$ cat config.mk
export PLATFORM = sky130hd
export DESIGN_NAME = ser_fifo
export DESIGN_NICKNAME = d
export VERILOG_FILES = /design/src/rtl/ser_fifo.sv
export SDC_FILE = /design/constraint.sdc
export NUM_CORES = 1
export LEC_CHECK = 0
export CORE_ASPECT_RATIO = 0.5
export CORE_UTILIZATION = 55
export CTS_CLUSTER_SIZE = 20
export DETAILED_ROUTE_END_ITERATION = 16
export HOLD_SLACK_MARGIN = 0.15
export PLACE_DENSITY = 0.71
export SETUP_SLACK_MARGIN = 0.05
export SLEW_MARGIN = 20
export SYNTH_ARGS = -nofsm -noshare
export SYNTH_HDL_FRONTEND = slang
export SYNTH_SLANG_ARGS = --single-unit
$ cat constraint.sdc
create_clock -name clk -period 10 [get_ports clk]
set_clock_uncertainty 0.05 [all_clocks]
set_input_delay 2 -clock clk [delete_from_list [all_inputs] [get_ports clk]]
set_output_delay 2 -clock clk [all_outputs]
set_load 0.01 [all_outputs]
$ cat src/rtl/ser_fifo.sv
// rtl/ser_fifo.sv - 8N1 UART with rx/tx FIFOs and programmable baud divisor
module ser_fifo #(
  parameter int          FIFO_AW  = 4,
  parameter logic [15:0] BAUD_DIV = 16'd434
) (
  input  logic       clk,
  input  logic       reset_n,
  input  logic       en,
  input  logic       wr,
  input  logic [2:0] addr,
  input  logic [7:0] data_in,
  output logic [7:0] data_out,
  output logic       wt,
  output logic       irq_r,
  output logic       irq_t,
  input  logic       rxd,
  output logic       txd
);

  localparam int DEPTH = 2 ** FIFO_AW;
  typedef logic [FIFO_AW:0] ptr_t;
  typedef enum logic [1:0] {S_IDLE, S_START, S_DATA, S_STOP} state_t;

  logic [7:0] rx_mem [DEPTH];
  logic [7:0] tx_mem [DEPTH];
  ptr_t rx_wp, rx_rp, tx_wp, tx_rp, rx_lvl, tx_lvl;
  logic rx_empty, rx_full, tx_empty, tx_full;

  logic        rien, tien, ovr, ferr;
  logic [15:0] div;
  logic [15:0] div_wr;
  logic        bus_wr, bus_rd, rx_pop, tx_push, tx_idle;

  logic   rs1, rx_s, rx_prev, rx_fall;
  state_t rx_state, rx_state_n;
  logic [15:0] rx_cnt, rx_cnt_n, rx_div, rx_div_n;
  logic [2:0]  rx_bit, rx_bit_n;
  logic [7:0]  rx_sr, rx_sr_n;
  logic        rx_done, rx_push, rx_ferr_set, rx_ovr_set;

  state_t tx_state, tx_state_n;
  logic [15:0] tx_cnt, tx_cnt_n, tx_div, tx_div_n;
  logic [2:0]  tx_bit, tx_bit_n;
  logic [7:0]  tx_sr, tx_sr_n;
  logic        tx_pop;

  assign rx_lvl   = rx_wp - rx_rp;
  assign tx_lvl   = tx_wp - tx_rp;
  assign rx_empty = (rx_lvl == '0);
  assign tx_empty = (tx_lvl == '0);
  assign rx_full  = rx_lvl[FIFO_AW];
  assign tx_full  = tx_lvl[FIFO_AW];

  assign bus_wr  = en & wr;
  assign bus_rd  = en & ~wr;
  assign rx_pop  = bus_rd & (addr == 3'd1) & ~rx_empty;
  assign tx_push = bus_wr & (addr == 3'd3) & ~tx_full;
  assign rx_push = rx_done & ~rx_full;
  assign rx_ovr_set = rx_done & rx_full;
  assign tx_idle = tx_empty & (tx_state == S_IDLE);
  assign rx_fall = rx_prev & ~rx_s;

  assign wt    = 1'b0;
  assign irq_r = rien & ~rx_empty;
  assign irq_t = tien & ~tx_full;
  assign txd   = (tx_state == S_START) ? 1'b0 :
                 (tx_state == S_DATA)  ? tx_sr[0] : 1'b1;

  // New divisor value for a DIVL/DIVH write, clamped so div/2 never reaches 0
  always_comb begin
    div_wr = (addr == 3'd4) ? {div[15:8], data_in} : {data_in, div[7:0]};
    if (div_wr < 16'd4) div_wr = 16'd4;
  end

  // Combinational register read mux
  always_comb begin
    data_out = 8'h00;
    case (addr)
      3'd0: data_out = {4'b0, ferr, ovr, rien, ~rx_empty};
      3'd1: data_out = rx_empty ? 8'h00 : rx_mem[rx_rp[FIFO_AW-1:0]];
      3'd2: data_out = {5'b0, tx_idle, tien, ~tx_full};
      3'd4: data_out = div[7:0];
      3'd5: data_out = div[15:8];
      3'd6: data_out = 8'(rx_lvl);
      3'd7: data_out = 8'(tx_lvl);
      default: data_out = 8'h00;
    endcase
  end

  // FIFO storage; contents need no reset since the pointers define validity
  always_ff @(posedge clk) begin
    if (rx_push) rx_mem[rx_wp[FIFO_AW-1:0]] <= rx_sr;
    if (tx_push) tx_mem[tx_wp[FIFO_AW-1:0]] <= data_in;
  end

  // Control registers, FIFO pointers and rxd synchroniser
  always_ff @(posedge clk or negedge reset_n) begin
    if (!reset_n) begin
      rx_wp <= '0; rx_rp <= '0; tx_wp <= '0; tx_rp <= '0;
      rien <= 1'b0; tien <= 1'b0; ovr <= 1'b0; ferr <= 1'b0;
      div <= BAUD_DIV;
      rs1 <= 1'b1; rx_s <= 1'b1; rx_prev <= 1'b1;
    end else begin
      rs1 <= rxd; rx_s <= rs1; rx_prev <= rx_s;
      if (rx_push) rx_wp <= rx_wp + ptr_t'(1);
      if (rx_pop)  rx_rp <= rx_rp + ptr_t'(1);
      if (tx_push) tx_wp <= tx_wp + ptr_t'(1);
      if (tx_pop)  tx_rp <= tx_rp + ptr_t'(1);
      if (bus_wr && addr == 3'd0) rien <= data_in[1];
      if (bus_wr && addr == 3'd2) tien <= data_in[1];
      if (bus_wr && (addr == 3'd4 || addr == 3'd5)) div <= div_wr;
      // hardware set takes priority over a same-cycle W1C
      if (rx_ovr_set) ovr <= 1'b1;
      else if (bus_wr && addr == 3'd0 && data_in[2]) ovr <= 1'b0;
      if (rx_ferr_set) ferr <= 1'b1;
      else if (bus_wr && addr == 3'd0 && data_in[3]) ferr <= 1'b0;
    end
  end

  // Engine state registers
  always_ff @(posedge clk or negedge reset_n) begin
    if (!reset_n) begin
      rx_state <= S_IDLE; rx_cnt <= '0; rx_div <= '0; rx_bit <= '0; rx_sr <= '0;
      tx_state <= S_IDLE; tx_cnt <= '0; tx_div <= '0; tx_bit <= '0; tx_sr <= '0;
    end else begin
      rx_state <= rx_state_n; rx_cnt <= rx_cnt_n; rx_div <= rx_div_n;
      rx_bit <= rx_bit_n; rx_sr <= rx_sr_n;
      tx_state <= tx_state_n; tx_cnt <= tx_cnt_n; tx_div <= tx_div_n;
      tx_bit <= tx_bit_n; tx_sr <= tx_sr_n;
    end
  end

  // Receiver next state: counter expires when it reaches 1, giving N-clock periods
  always_comb begin
    rx_state_n = rx_state; rx_cnt_n = rx_cnt; rx_div_n = rx_div;
    rx_bit_n = rx_bit; rx_sr_n = rx_sr;
    rx_done = 1'b0; rx_ferr_set = 1'b0;
    case (rx_state)
      S_IDLE: if (rx_fall) begin
        rx_state_n = S_START;
        rx_cnt_n   = {1'b0, div[15:1]};
        rx_div_n   = div;
      end
      S_START: if (rx_cnt == 16'd1) begin
        rx_state_n = rx_s ? S_IDLE : S_DATA;
        rx_cnt_n   = rx_div;
        rx_bit_n   = 3'd0;
      end else rx_cnt_n = rx_cnt - 16'd1;
      S_DATA: if (rx_cnt == 16'd1) begin
        rx_sr_n  = {rx_s, rx_sr[7:1]};
        rx_cnt_n = rx_div;
        rx_bit_n = rx_bit + 3'd1;
        if (rx_bit == 3'd7) rx_state_n = S_STOP;
      end else rx_cnt_n = rx_cnt - 16'd1;
      S_STOP: if (rx_cnt == 16'd1) begin
        rx_state_n  = S_IDLE;
        rx_ferr_set = ~rx_s;
        rx_done     = 1'b1;
      end else rx_cnt_n = rx_cnt - 16'd1;
      default: rx_state_n = S_IDLE;
    endcase
  end

  // Transmitter next state: frames chain back-to-back while the FIFO has data
  always_comb begin
    tx_state_n = tx_state; tx_cnt_n = tx_cnt; tx_div_n = tx_div;
    tx_bit_n = tx_bit; tx_sr_n = tx_sr;
    tx_pop = 1'b0;
    case (tx_state)
      S_IDLE: if (!tx_empty) begin
        tx_state_n = S_START; tx_pop = 1'b1;
        tx_cnt_n = div; tx_div_n = div;
        tx_sr_n = tx_mem[tx_rp[FIFO_AW-1:0]];
      end
      S_START: if (tx_cnt == 16'd1) begin
        tx_state_n = S_DATA; tx_cnt_n = tx_div; tx_bit_n = 3'd0;
      end else tx_cnt_n = tx_cnt - 16'd1;
      S_DATA: if (tx_cnt == 16'd1) begin
        tx_sr_n  = {1'b0, tx_sr[7:1]};
        tx_cnt_n = tx_div;
        tx_bit_n = tx_bit + 3'd1;
        if (tx_bit == 3'd7) tx_state_n = S_STOP;
      end else tx_cnt_n = tx_cnt - 16'd1;
      S_STOP: if (tx_cnt == 16'd1) begin
        if (!tx_empty) begin
          tx_state_n = S_START; tx_pop = 1'b1;
          tx_cnt_n = div; tx_div_n = div;
          tx_sr_n = tx_mem[tx_rp[FIFO_AW-1:0]];
        end else tx_state_n = S_IDLE;
      end else tx_cnt_n = tx_cnt - 16'd1;
      default: tx_state_n = S_IDLE;
    endcase
  end

endmodule

* Word-level counts from Yosys, hierarchy flattened
Memories as Yosys holds them, arrays and structs flattened.
Cells that the tools add are included.
** Operators by class
- Mux-type cells :: 56
- $add $sub $neg :: 10
- $lt $le $gt $ge :: 1
- Bitwise operators :: 17
- Reductions and logical operators :: 28
- Eq/ne operators :: 28
** Operators by type and width (number)
- two-way mux 16 bit :: 10
- one-hot mux 16 bit (3 select lines) :: 2
- one-hot mux 8 bit (7 select lines) :: 1
- == test 16 x 1 -> 1 bit, second input constant :: 2
- two-way mux 8 bit :: 4
- one-hot mux 16 bit (2 select lines) :: 1
- subtractor 16 x 1 -> 16 bit, second input constant :: 2
- one-hot mux 8 bit (3 select lines) :: 1
- two-way mux 2 bit :: 11
- adder 5 x 1 -> 5 bit, second input constant :: 4
- == test 3 bit, second input constant :: 6
- two-way mux 1 bit :: 17
- < comparator 16 x 3 -> 1 bit, second input constant :: 1
- inequality test 2 bit, second input constant :: 8
- one-hot mux 2 bit (4 select lines) :: 2
- bitwise AND 1 bit :: 12
- two-way mux 3 bit :: 4
- one-hot mux 3 bit (2 select lines) :: 2
- zero test 5 bit :: 2
- AND reduction 5 bit :: 2
- nonzero test 2 bit :: 5
- subtractor 5 bit :: 2
- AND reduction 3 bit :: 3
- == test 2 bit, second input constant :: 4
- other kinds (14) :: 32
** Word-level totals
- Bits in writable memories :: 256
- Flip-flop bits (word level) :: 133
- Word-level logic and storage cells :: 164
- Input port bits :: 16
- Memories :: 2
** Memories
- rx_mem :: depth 16, bits a word 8, rd ports 1, clocked after Yosys merged registers in 0, write ports 1, line 24 : logic [7:0] rx_mem [DEPTH];
- tx_mem :: depth 16, bits a word 8, rd ports 1, clocked after Yosys merged registers in 0, write ports 1, line 25 : logic [7:0] tx_mem [DEPTH];

* Longest topological paths before layout
Gate-level depths: netlist (run 1).
- Depth after elaboration :: 6
- Depth in mapped cells :: 12
- Gate-level depth less buffers :: 10

* Least setup slack after synthesis (run 1)
No wires, ideal clock.
- Path kind :: input to output
- From :: input port addr[0]
- To :: output port data_out[1]
- Arrival time :: 3.420 ns
- Setup slack :: 4.530 ns
- Stages :: 6
- Cells stage by stage :: clkbuf_1 clkbuf_1 clkbuf_1 o31ai_1 a211oi_1 o21ai_0
** On the way
- Longest elaborated chain between the ends :: 2
** RTL lines
- from (decl) :: line 10 : input logic [2:0] addr,
- == test 3 bit (tied with other cells) :: line 78 : case (addr)
- one-hot mux 8 bit (7 select lines) (*) :: line 78
- to (decl) :: line 12 : output logic [7:0] data_out,
Mark *: on every way between the ends. The rest lies on a longest branch, timed or not.

* Final worst setup path (run 1)
- From :: input port addr[0]
- To :: output port data_out[0]
Same word-level chain as after synthesis.

==> results of run 1 <==
-- cell type report --
type	count	area (µm²)	share of cell area
Sequential cell	389	11000	0.564
Clock buffer	45	923	0.0472
Multi-Input combinational cell	780	6400	0.327
Inverter	36	135	0.00691
Timing Repair Buffer	40	367	0.0187
Clock inverter	17	166	0.00851
Tap cell	432	541	0.0276
-- cell usage after synthesis (6+ instances only) --
master / count
sky130_fd_sc_hd__buf_2: 12
sky130_fd_sc_hd__buf_1: 6
sky130_fd_sc_hd__inv_1: 35
sky130_fd_sc_hd__nor2_1: 66
sky130_fd_sc_hd__mux4_2: 50
sky130_fd_sc_hd__ha_1: 36
sky130_fd_sc_hd__or3_1: 10
sky130_fd_sc_hd__xor2_1: 16
sky130_fd_sc_hd__mux2i_1: 30
sky130_fd_sc_hd__o21a_1: 6
sky130_fd_sc_hd__nor3_1: 31
sky130_fd_sc_hd__o21ai_0: 58
sky130_fd_sc_hd__a31oi_1: 13
sky130_fd_sc_hd__or2_2: 6
sky130_fd_sc_hd__dfstp_2: 8
sky130_fd_sc_hd__nand3b_1: 6
sky130_fd_sc_hd__xnor2_1: 29
sky130_fd_sc_hd__nor4_1: 12
sky130_fd_sc_hd__a21oi_1: 44
sky130_fd_sc_hd__clkbuf_1: 36
sky130_fd_sc_hd__nand2b_1: 11
sky130_fd_sc_hd__a21o_1: 7
sky130_fd_sc_hd__nand3_1: 18
sky130_fd_sc_hd__nor2b_1: 6
sky130_fd_sc_hd__nand4_1: 8
sky130_fd_sc_hd__o211ai_1: 10
sky130_fd_sc_hd__o22ai_1: 29
sky130_fd_sc_hd__mux2_2: 102
sky130_fd_sc_hd__nand2_1: 88
sky130_fd_sc_hd__edfxtp_1: 256
sky130_fd_sc_hd__dfrtp_1: 125
-- metal layers --
metal  vias to the layer above  part of all wire  GRT usage  wire [µm]
met5                         -                 0          0          0
met4                         0             0.032     0.0868       1290
met3                        78             0.053     0.0415       2140
met2                       301              0.48      0.413      19300
met1                      5431              0.43      0.330      17300
li1                       4851                 -          -          -
-- cell usage in the layout (no fill, tap or decap), drive strengths merged, types with 15 or more instances in the layout --
master / n
a21oi: 45
buf: 15
clkbuf: 45
clkdlybuf4s50: 25
dfrtp: 125
edfxtp: 256
ha: 36
inv: 35
mux2: 103
mux2i: 30
mux4: 50
nand2: 91
nand3: 18
nor2: 66
nor3: 33
nor4: 17
o21ai: 59
o22ai: 29
xnor2: 30
xor2: 16
-- state kept, by name, indices dropped and copies added (netlist names), 2 cells and up, named ones only --
signal,count
rx_mem,128
tx_mem,128
div,16
rx_cnt,16
rx_div,16
tx_cnt,16
tx_div,16
rx_sr,8
tx_sr,8
rx_rp,5
rx_wp,5
tx_rp,5
tx_wp,5
rx_bit,3
tx_bit,3
tx_state,2
-- kinds of logic (layout without fill, tap and decap cells) --
family	after synthesis	after routing	share of synthesized area
flops	389	389	0.619
compound gates	216	216	0.0768
other cells	1	1	0.000210
fa+ha+maj	38	38	0.0275
mux	183	183	0.145
simple gates	296	296	0.0856
buf+inv	97	138	0.0228
xor+xnor	46	46	0.0230
-- final timing paths --
kind	from	endpoint	cells after the start
max in group asynchronous	reset_n	div[5]	2
setup reg to reg	tx_rp[2]	tx_mem[2][3]	9
hold reg to reg	rs1	rx_s	0
min in group asynchronous	reset_n	tx_sr[1]	1
setup / recovery	addr[0]	data_out[0]	6
hold / removal	rs1	rx_s	0
-- stage by stage --
step,hold WS (ns),worst slack [ns],power [mW]
2_1_floorplan,0.295,4.53,3.58
3_3_place_gp,0.297,3.47,4.03
3_5_place_dp,0.302,3.40,4.09
4_1_cts,0.312,3.41,5.40
5_1_grt,0.318,3.21,5.68
6_report,0.310,3.38,5.39
-- report_power, final --
part	switching, mW	internal (mW)	total (mW)
registers	0.248	1.91	2.16
clock network	0.603	0.713	1.32
logic	1.06	0.847	1.91
-- worst max-delay path: stages --
cell and delay (ns):
sky130_fd_sc_hd__clkdlybuf4s50_1 0.97, sky130_fd_sc_hd__or3b_2 0.74, sky130_fd_sc_hd__nor2_1 0.11, sky130_fd_sc_hd__a21oi_1 0.05, sky130_fd_sc_hd__o41ai_1 0.10, sky130_fd_sc_hd__clkdlybuf4s50_1 0.60
==> flow_results.xml, run 1 <==
<?xml version="1.0" encoding="UTF-8"?>
<metrics>
  <group name="sta">
    <metric name="actual_slew_at_the_worst_max_slew_pin" unit="ns">1.08</metric>
    <metric name="hold_viol" unit="">0</metric>
    <metric name="report.final.slew_viol_count" unit="">0</metric>
    <metric name="report.final.setup_viol" unit="">0</metric>
    <metric name="final_critical_path_required_period" unit="ns">6.62</metric>
    <metric name="timing.fmax" unit="MHz">151</metric>
    <metric name="setup-tns-final" unit="ns">0</metric>
    <metric name="max_slew_margin" unit="">0.280</metric>
    <metric name="grt_setup_unrepaired" unit="">false</metric>
    <metric name="post-route-period-util" unit="">0.662</metric>
  </group>
  <group name="synthesis">
    <metric name="synthesis.nets" unit="">1320</metric>
    <metric name="postSynthAreaPerCell" unit="µm²">14.1</metric>
    <metric name="yosys.area.top_type" unit="">sky130_fd_sc_hd__edfxtp_1</metric>
    <metric name="syn-instance-count" unit="">1266</metric>
    <metric name="post_synth_instance_area" unit="mm²">0.0178</metric>
    <metric name="netlist_top_cells_area" unit="">sky130_fd_sc_hd__edfxtp_1 (43%), sky130_fd_sc_hd__dfrtp_1 (18%), sky130_fd_sc_hd__mux2_2 (6.4%)</metric>
    <metric name="fraction_of_post_synthesis_cell_area_in_the_top_cell_type_by_area" unit="">0.431</metric>
    <metric name="ys_ff_latch" unit="">389</metric>
    <metric name="yosysUniqueCellTypes" unit="">75</metric>
    <metric name="ys_async_sr_fraction" unit="">0.342</metric>
    <metric name="synth_top_flop_cell" unit="">sky130_fd_sc_hd__edfxtp_1</metric>
    <metric name="register_area_share_after_synthesis" unit="">0.619</metric>
    <metric name="synth_warnings" unit="">0</metric>
    <metric name="synth_enable_flop_cells" unit="">256</metric>
  </group>
  <group name="worst_setup_path">
    <metric name="setup.worst_path.class" unit="">primary input to output pin</metric>
    <metric name="worst-endpoint-arrival" unit="ns">4.57</metric>
    <metric name="worst-r2r-setup-slack" unit="ns">5.28</metric>
    <metric name="setup.worst_path.start_class" unit="">primary input</metric>
    <metric name="critical_path.endpoint_type" unit="">output pin</metric>
    <metric name="path_max_fanout" unit="">26</metric>
    <metric name="worst-endpoint-required" unit="ns">7.95</metric>
  </group>
  <group name="placed_design">
    <metric name="dp_hpwl" unit="µm">26000</metric>
    <metric name="numPortBuffers" unit="">26</metric>
    <metric name="numPlacedInstances" unit="">1677</metric>
    <metric name="total_cell_area_at_the_placement_stage" unit="mm²">0.0185</metric>
    <metric name="gpl.final_weighted_congestion" unit="">0.879</metric>
  </group>
  <group name="finish">
    <metric name="finalNetCount" unit="">1335</metric>
    <metric name="antenna_cells" unit="">0</metric>
    <metric name="areaGrowthSynthToFinish" unit="%">9.77</metric>
    <metric name="layout.cell_area.non_filler" unit="mm²">0.0196</metric>
    <metric name="finish.cell_count_without_fillers" unit="">1739</metric>
    <metric name="layout.core_utilization" unit="">0.616</metric>
    <metric name="drive_gt1_frac" unit="">0.195</metric>
    <metric name="num-fill-cells" unit="">2395</metric>
  </group>
  <group name="route">
    <metric name="ant_nets" unit="">0</metric>
    <metric name="avgViaCountPerCell" unit="">6.13</metric>
    <metric name="drt-wirelength-per-cell" unit="µm">23.0</metric>
    <metric name="wirelength" unit="µm">40100</metric>
    <metric name="remaining_drc_errors" unit="">0</metric>
    <metric name="total_number_of_vias" unit="">10700</metric>
    <metric name="detail_route.first_pass.iterations" unit="">8</metric>
    <metric name="first_drt_iteration_drcs" unit="">909</metric>
  </group>
  <group name="pwr">
    <metric name="total_leakage_power" unit="nW">7.18</metric>
    <metric name="power.density" unit="mW/mm²">275</metric>
    <metric name="peak_vdd_ir" unit="µV">160</metric>
  </group>
  <group name="global_route">
    <metric name="number_of_global_route_vias_before_repair" unit="">10900</metric>
    <metric name="tot_gr_track_use" unit="">0.246</metric>
    <metric name="wire_length_of_the_first_global_routing_pass" unit="µm">62200</metric>
    <metric name="grt_antenna_before_repair" unit="">0</metric>
    <metric name="grt_max_degree" unit="">98</metric>
    <metric name="grt_remaining_overflow" unit="">0</metric>
  </group>
  <group name="clocking">
    <metric name="clk_transition_reported_paths" unit="ns">0.06</metric>
    <metric name="root_buffer" unit="">sky130_fd_sc_hd__clkbuf_16</metric>
    <metric name="post_cts_resized" unit="">0</metric>
    <metric name="tritoncts" unit="">done</metric>
    <metric name="clock_tree.buffer_depth" unit="">3</metric>
    <metric name="cts.hold.buffers_added" unit="">0</metric>
    <metric name="num_clock_sinks" unit="">389</metric>
    <metric name="cts_inserted_buffers" unit="">34</metric>
    <metric name="htreeDepth" unit="">2</metric>
    <metric name="insertion_delay" unit="ns">0.55</metric>
    <metric name="number_of_buffers_added_for_setup_after_cts" unit="">0</metric>
  </group>
  <group name="outcome">
    <metric name="result_of_the_run" unit="">finished, final reports clean</metric>
  </group>
  <group name="run">
    <metric name="maxCapViolCount" unit="">0</metric>
  </group>
  <group name="die">
    <metric name="design.die.area" unit="mm²">0.0332</metric>
    <metric name="initial_core_util" unit="">0.561</metric>
    <metric name="die_w" unit="µm">257</metric>
    <metric name="die_height" unit="µm">129</metric>
    <metric name="ioPinCount" unit="">28</metric>
    <metric name="number_of_rows_created_at_floorplan" unit="">46</metric>
    <metric name="coreArea" unit="mm²">0.0318</metric>
  </group>
  <group name="hold_path">
    <metric name="worstHoldPathType" unit="">register to register</metric>
  </group>
</metrics>
No activity file was read; power rests on OpenSTA's default activity.
==> inputs of run 2 (changes only) <==
==> constraint.sdc (replaced) <==
create_clock -name clk -period 6.3 [get_ports clk]
set_clock_uncertainty 0.05 [all_clocks]
set_input_delay 1.26 -clock clk [delete_from_list [all_inputs] [get_ports clk]]
set_output_delay 1.26 -clock clk [all_outputs]
set_load 0.01 [all_outputs]
==> run 2 against run 1 <==
Largest cell class unchanged. Routed wire length is 0.47% lower. Clock-buffer cell count is 7 higher. Combinational power is 60% higher. Non-clock buffer count is 4 higher. Clock power is 55% higher. Final area hardly changed. Flip-flop and latch count stayed put. Total power is 59% higher. Sequential share of layout area hardly changed. First-iteration DRC count is 4.4% lower.
==> flow_results.xml, run 2 (same netlist as run 1, synthesis figures left out) <==
<?xml version="1.0" encoding="UTF-8"?>
<metrics>
  <group name="global_route">
    <metric name="grt_max_degree" unit="">75</metric>
    <metric name="grt_remaining_overflow" unit="">0</metric>
    <metric name="number_of_global_route_vias_before_repair" unit="">10800</metric>
    <metric name="wire_length_of_the_first_global_routing_pass" unit="µm">62900</metric>
    <metric name="tot_gr_track_use" unit="">0.248</metric>
    <metric name="grt_antenna_before_repair" unit="">0</metric>
  </group>
  <group name="worst_setup_path">
    <metric name="reg2regPathDepth" unit="">8</metric>
    <metric name="path_max_fanout" unit="">16</metric>
    <metric name="crit_path_top_delay_cell" unit="">sky130_fd_sc_hd__dfrtp_1</metric>
    <metric name="critical_path.endpoint_type" unit="">output pin</metric>
    <metric name="worst-endpoint-arrival" unit="ns">4.04</metric>
    <metric name="critical_path.max_stage_delay" unit="ns">0.79</metric>
    <metric name="worst-endpoint-required" unit="ns">4.99</metric>
    <metric name="setup.worst_path.class" unit="">register to output pin</metric>
    <metric name="cp_cell_sequence" unit="">inv_1 &gt; ha_1 &gt; a21o_1 &gt; a21oi_1 &gt; xnor2_1 &gt; a211oi_2 &gt; or2_2 &gt; o221ai_1 &gt; clkdlybuf4s50_1</metric>
    <metric name="cp.depth" unit="">9</metric>
    <metric name="cp_num_buf_inv" unit="">2</metric>
    <metric name="setup.worst_path.start_class" unit="">register</metric>
    <metric name="crit_family" unit="">buffers and inverters</metric>
  </group>
  <group name="die">
    <metric name="coreArea" unit="mm²">0.0318</metric>
    <metric name="die_height" unit="µm">129</metric>
    <metric name="ioPinCount" unit="">28</metric>
    <metric name="die_w" unit="µm">257</metric>
    <metric name="design.die.area" unit="mm²">0.0332</metric>
    <metric name="number_of_rows_created_at_floorplan" unit="">46</metric>
    <metric name="initial_core_util" unit="">0.561</metric>
  </group>
  <group name="finish">
    <metric name="antenna_cells" unit="">0</metric>
    <metric name="drive_gt1_frac" unit="">0.196</metric>
    <metric name="areaGrowthSynthToFinish" unit="%">9.86</metric>
    <metric name="layout.cell_area.non_filler" unit="mm²">0.0196</metric>
    <metric name="num-fill-cells" unit="">2396</metric>
    <metric name="finalNetCount" unit="">1340</metric>
    <metric name="layout.cells.most_common" unit="">sky130_fd_sc_hd__edfxtp_1</metric>
    <metric name="layout_common_cells" unit="">sky130_fd_sc_hd__edfxtp_1 (256), sky130_fd_sc_hd__dfrtp_1 (124), sky130_fd_sc_hd__mux2_2 (102), sky130_fd_sc_hd__nand2_1 (88), sky130_fd_sc_hd__nor2_1 (66)</metric>
  </group>
  <group name="pwr">
    <metric name="combPwrFrac" unit="">0.357</metric>
    <metric name="power.density" unit="mW/mm²">437</metric>
    <metric name="peak_vdd_ir" unit="µV">219</metric>
    <metric name="power.share.sequential" unit="">0.403</metric>
    <metric name="p_int" unit="mW">5.52</metric>
    <metric name="p_clk_frac" unit="">0.240</metric>
    <metric name="netSwitchingPower" unit="mW">3.03</metric>
    <metric name="total_leakage_power" unit="nW">7.20</metric>
    <metric name="finalPower" unit="mW">8.55</metric>
    <metric name="switching_share" unit="">0.354</metric>
  </group>
  <group name="clocking">
    <metric name="num_clock_sinks" unit="">389</metric>
    <metric name="clk_transition_reported_paths" unit="ns">0.07</metric>
    <metric name="cts_inserted_buffers" unit="">35</metric>
    <metric name="post_cts_resized" unit="">0</metric>
    <metric name="htreeDepth" unit="">2</metric>
    <metric name="tritoncts" unit="">done</metric>
    <metric name="cts.hold.buffers_added" unit="">0</metric>
    <metric name="clock_tree.buffer_depth" unit="">3</metric>
    <metric name="root_buffer" unit="">sky130_fd_sc_hd__clkbuf_16</metric>
    <metric name="number_of_buffers_added_for_setup_after_cts" unit="">0</metric>
    <metric name="insertion_delay" unit="ns">0.54</metric>
  </group>
  <group name="sta">
    <metric name="hold_viol" unit="">0</metric>
    <metric name="timing.fmax" unit="MHz">187</metric>
    <metric name="max_slew_margin" unit="">0.293</metric>
    <metric name="post-route-period-util" unit="">0.849</metric>
    <metric name="setup-tns-final" unit="ns">0</metric>
    <metric name="report.final.setup_viol" unit="">0</metric>
    <metric name="actual_slew_at_the_worst_max_slew_pin" unit="ns">1.06</metric>
    <metric name="grt_setup_unrepaired" unit="">false</metric>
    <metric name="final_critical_path_required_period" unit="ns">5.35</metric>
    <metric name="report.final.slew_viol_count" unit="">0</metric>
  </group>
  <group name="hold_path">
    <metric name="worstHoldPathType" unit="">register to register</metric>
    <metric name="hold_path_depth" unit="">0</metric>
  </group>
  <group name="placed_design">
    <metric name="dp_hpwl" unit="µm">26000</metric>
    <metric name="total_cell_area_at_the_placement_stage" unit="mm²">0.0185</metric>
    <metric name="numPortBuffers" unit="">26</metric>
    <metric name="gpl.final_weighted_congestion" unit="">0.854</metric>
  </group>
  <group name="run">
    <metric name="maxCapViolCount" unit="">0</metric>
  </group>
  <group name="route">
    <metric name="first_drt_iteration_drcs" unit="">869</metric>
    <metric name="remaining_drc_errors" unit="">0</metric>
    <metric name="routed-wl-met3" unit="µm">2270</metric>
    <metric name="drt-wirelength-per-cell" unit="µm">22.9</metric>
    <metric name="avgViaCountPerCell" unit="">6.17</metric>
    <metric name="ant_nets" unit="">0</metric>
    <metric name="detail_route.first_pass.iterations" unit="">5</metric>
    <metric name="route.layer.met1.wl" unit="µm">17000</metric>
    <metric name="total_number_of_vias" unit="">10800</metric>
    <metric name="maxUsedRoutingLayer" unit="">met4</metric>
    <metric name="wirelength" unit="µm">39900</metric>
    <metric name="met2_wirelength" unit="µm">19300</metric>
  </group>
  <group name="outcome">
    <metric name="result_of_the_run" unit="">finished, final reports clean</metric>
  </group>
</metrics>
## run 2: through the flow
step | utilization | instances | setup WS (ns) | hold WS [ns]
floorplan | - | 1266 | 1.89 | 0.295
detailed placement | 0.582 | 1681 | 1.34 | 0.301
CTS | 0.616 | 1745 | 0.943 | 0.310
global placement | 0.582 | 1681 | 1.35 | 0.296
finish | 0.616 | 1745 | 0.950 | 0.308
global route | 0.616 | 1745 | 0.697 | 0.312
## run 2: area by class of cell
type                       instances  area [µm²]  area share
tap                              432         541      0.0276
clock buffer                      52         981      0.0501
sequential                       389       11000       0.563
inverter                          36         135     0.00690
clock inverter                    12        95.1     0.00486
multi-input combinational        780        6400       0.327
timing repair buffer              44         397      0.0203
## run 2: final timing paths
| path | slack, ns | to | from |
|---|---|---|---|
| max in group asynchronous | 4.25 | rx_div[12] | reset_n |
| hold / removal | 0.31 | rx_s | rs1 |
| setup reg to reg | 1.83 | tx_mem[11][4] | tx_rp[1] |
| min in group asynchronous | 0.69 | tx_sr[4] | reset_n |
| setup / recovery | 0.95 | data_out[2] | rx_rp[2] |
| hold reg to reg | 0.31 | rx_s | rs1 |
## run 2: layer usage
| layer | track usage | vias up |
|---|---|---|
| li1 | - | 4846 |
| met1 | 0.337 | 5487 |
| met2 | 0.414 | 357 |
| met3 | 0.0393 | 75 |
| met4 | 0.0872 | 0 |
| met5 | 0 | - |
## run 2: power by group through the flow
stage          Combinational, mW  Clock [mW]  Sequential [mW]
2_1_floorplan               2.38           0             3.30
3_3_place_gp                2.95           0             3.46
6_report                    3.05        2.05             3.44
4_1_cts                     3.05        2.09             3.43
3_5_place_dp                3.03           0             3.48
5_1_grt                     3.35        2.18             3.48
==> inputs of run 3 (changes only) <==
==> constraint.sdc (replaced) <==
create_clock -name clk -period 5.6 [get_ports clk]
set_clock_uncertainty 0.05 [all_clocks]
set_input_delay 1.12 -clock clk [delete_from_list [all_inputs] [get_ports clk]]
set_output_delay 1.12 -clock clk [all_outputs]
set_load 0.01 [all_outputs]
==> run 3 against run 2 <==
Final area increased by 0.56%. Flip-flop and latch count did not move. Combinational power up 14%. Die area stayed put. Clock power up 23%. Total power up 15%. First-iteration DRC count up 8.7%. Sequential share of layout area shrank 0.31 points. Non-clock buffer count increased by 2. Sequential power is 12% higher.
==> flow_results.xml, run 3 (same netlist as run 1, synthesis figures left out) <==
<?xml version="1.0" encoding="UTF-8"?>
<metrics>
  <group name="sta">
    <metric name="report.final.setup_viol" unit="">0</metric>
    <metric name="grt_setup_unrepaired" unit="">false</metric>
    <metric name="post-route-period-util" unit="">0.912</metric>
    <metric name="timing.fmax" unit="MHz">196</metric>
    <metric name="setup-tns-final" unit="ns">0</metric>
    <metric name="final_critical_path_required_period" unit="ns">5.10</metric>
    <metric name="report.final.slew_viol_count" unit="">0</metric>
    <metric name="actual_slew_at_the_worst_max_slew_pin" unit="ns">1.01</metric>
    <metric name="max_slew_margin" unit="">0.319</metric>
    <metric name="hold_viol" unit="">0</metric>
  </group>
  <group name="route">
    <metric name="ant_nets" unit="">0</metric>
    <metric name="total_number_of_vias" unit="">10900</metric>
    <metric name="wirelength" unit="µm">40700</metric>
    <metric name="avgViaCountPerCell" unit="">6.24</metric>
    <metric name="drt-wirelength-per-cell" unit="µm">23.3</metric>
    <metric name="first_drt_iteration_drcs" unit="">945</metric>
    <metric name="remaining_drc_errors" unit="">0</metric>
    <metric name="detail_route.first_pass.iterations" unit="">5</metric>
  </group>
  <group name="clocking">
    <metric name="clk_transition_reported_paths" unit="ns">0.07</metric>
    <metric name="htreeDepth" unit="">2</metric>
    <metric name="cts.hold.buffers_added" unit="">0</metric>
    <metric name="root_buffer" unit="">sky130_fd_sc_hd__clkbuf_16</metric>
    <metric name="insertion_delay" unit="ns">0.53</metric>
    <metric name="tritoncts" unit="">done</metric>
    <metric name="cts_inserted_buffers" unit="">34</metric>
    <metric name="clock_tree.buffer_depth" unit="">3</metric>
    <metric name="number_of_buffers_added_for_setup_after_cts" unit="">0</metric>
    <metric name="post_cts_resized" unit="">0</metric>
    <metric name="num_clock_sinks" unit="">389</metric>
  </group>
  <group name="die">
    <metric name="initial_core_util" unit="">0.561</metric>
    <metric name="die_height" unit="µm">129</metric>
    <metric name="design.die.area" unit="mm²">0.0332</metric>
    <metric name="ioPinCount" unit="">28</metric>
    <metric name="number_of_rows_created_at_floorplan" unit="">46</metric>
    <metric name="die_w" unit="µm">257</metric>
    <metric name="coreArea" unit="mm²">0.0318</metric>
  </group>
  <group name="worst_setup_path">
    <metric name="path_max_fanout" unit="">18</metric>
    <metric name="setup.worst_path.start_class" unit="">register</metric>
    <metric name="crit_path_top_delay_cell" unit="">sky130_fd_sc_hd__dfrtp_1</metric>
    <metric name="setup.worst_path.class" unit="">register to output pin</metric>
    <metric name="worst-endpoint-required" unit="ns">4.43</metric>
    <metric name="cp_cell_sequence" unit="">inv_1 &gt; fa_1 &gt; a21o_1 &gt; a21oi_2 &gt; xnor2_2 &gt; mux4_2 &gt; nand2_1 &gt; o21ai_0 &gt; clkdlybuf4s50_1</metric>
    <metric name="worst-endpoint-arrival" unit="ns">3.93</metric>
    <metric name="rr_startpoint" unit="">tx_rp[1]</metric>
    <metric name="critical_path.endpoint_type" unit="">output pin</metric>
    <metric name="worst_setup_path_startpoint" unit="">tx_rp[1]</metric>
    <metric name="critical_path.max_stage_delay" unit="ns">0.81</metric>
  </group>
  <group name="finish">
    <metric name="areaGrowthSynthToFinish" unit="%">10.5</metric>
    <metric name="num-fill-cells" unit="">2392</metric>
    <metric name="drive_gt1_frac" unit="">0.194</metric>
    <metric name="finalNetCount" unit="">1341</metric>
    <metric name="layout.cells.most_common" unit="">sky130_fd_sc_hd__edfxtp_1</metric>
    <metric name="layout_common_cells" unit="">sky130_fd_sc_hd__edfxtp_1 (256), sky130_fd_sc_hd__dfrtp_1 (124), sky130_fd_sc_hd__mux2_2 (102), sky130_fd_sc_hd__nand2_1 (88), sky130_fd_sc_hd__nor2_1 (66)</metric>
    <metric name="layout.core_utilization" unit="">0.620</metric>
  </group>
  <group name="pwr">
    <metric name="netSwitchingPower" unit="mW">3.42</metric>
    <metric name="p_clk_frac" unit="">0.257</metric>
    <metric name="p_int" unit="mW">6.44</metric>
    <metric name="power.share.sequential" unit="">0.391</metric>
    <metric name="power.density" unit="mW/mm²">501</metric>
    <metric name="total_leakage_power" unit="nW">7.24</metric>
    <metric name="combPwrFrac" unit="">0.352</metric>
    <metric name="switching_share" unit="">0.347</metric>
    <metric name="peak_vdd_ir" unit="µV">393</metric>
  </group>
  <group name="global_route">
    <metric name="grt_remaining_overflow" unit="">0</metric>
    <metric name="grt_max_degree" unit="">89</metric>
    <metric name="tot_gr_track_use" unit="">0.252</metric>
    <metric name="wire_length_of_the_first_global_routing_pass" unit="µm">64000</metric>
    <metric name="grt_antenna_before_repair" unit="">1</metric>
    <metric name="number_of_global_route_vias_before_repair" unit="">11000</metric>
  </group>
  <group name="placed_design">
    <metric name="gpl.final_weighted_congestion" unit="">0.882</metric>
    <metric name="dp_hpwl" unit="µm">26400</metric>
    <metric name="numPortBuffers" unit="">26</metric>
  </group>
  <group name="hold_path">
    <metric name="min-delay-start" unit="">rs1</metric>
    <metric name="worstHoldPathType" unit="">register to register</metric>
  </group>
  <group name="run">
    <metric name="maxCapViolCount" unit="">0</metric>
  </group>
  <group name="outcome">
    <metric name="result_of_the_run" unit="">finished, final reports clean</metric>
  </group>
</metrics>
run 3: changes by cell type in the layout (fill, tap and decap cells not counted), sizes merged:
cell / before / now
diode: 0 / 1
bufinv: 1 / 7
clkinvlp: 1 / 2
clkbuf: 52 / 48
buf: 19 / 21
inv: 38 / 36
clkinv: 8 / 4
run 3: area by class of cell:
type | instances | area [µm²] | area share
Antenna cell | 1 | 2.50 | 0.000127
Clock buffer | 48 | 935 | 0.0475
Clock inverter | 13 | 243 | 0.0123
Inverter | 36 | 135 | 0.00686
Multi-Input combinational cell | 780 | 6390 | 0.325
Sequential cell | 389 | 11000 | 0.560
Tap cell | 432 | 541 | 0.0275
Timing Repair Buffer | 46 | 412 | 0.0209
run 3: worst max-delay path: cells and delay by family, from the launching register on:
family / cells / cell delay, ns
buf+inv: 2 / 0.82
flops: 1 / 0.81
simple gates: 1 / 0.08
fa+ha+maj: 1 / 0.51
xor+xnor: 1 / 0.18
compound gates: 3 / 0.49
mux: 1 / 0.52
run 3: final timing paths:
kind | end | slack [ns] | cells past startpoint
hold reg to reg | rx_s | 0.31 | 0
min in group asynchronous | tx_div[15] | 0.60 | 1
hold / removal | rx_s | 0.31 | 0
setup reg to reg | tx_mem[2][3] | 0.93 | 8
max in group asynchronous | rx_sr[4] | 3.69 | 2
setup / recovery | data_out[4] | 0.50 | 9
run 3: through the flow:
| stage | worst slack, ns | area, µm² | instances | power [mW] | hold slack, ns |
|---|---|---|---|---|---|
| after floorplan | 1.33 | 17800 | 1266 | 6.39 | 0.295 |
| after global placement | 1.05 | 18500 | 1683 | 7.23 | 0.297 |
| after detailed placement | 0.999 | 18500 | 1683 | 7.33 | 0.301 |
| after CTS | 0.490 | 19700 | 1744 | 9.87 | 0.310 |
| after global routing | 0.342 | 19700 | 1744 | 10.4 | 0.311 |
| final | 0.495 | 19700 | 1745 | 9.86 | 0.310 |
run 3: per-layer routing:
layer / share of wire / vias to the layer above / track usage / wire length (µm)
met5: 0 / - / 0 / 0
met4: 0.023 / 0 / 0.0732 / 941
met3: 0.062 / 66 / 0.0530 / 2540
met2: 0.49 / 348 / 0.426 / 20000
met1: 0.42 / 5598 / 0.336 / 17300
li1: - / 4870 / - / -
run 3: power groups by stage:
stage               logic (mW)  clock network, mW  registers, mW
finish                    3.47               2.53           3.86
global route              3.79               2.68           3.89
CTS                       3.46               2.57           3.84
detailed placement        3.43                  0           3.90
global placement          3.35                  0           3.88
floorplan                 2.68                  0           3.71
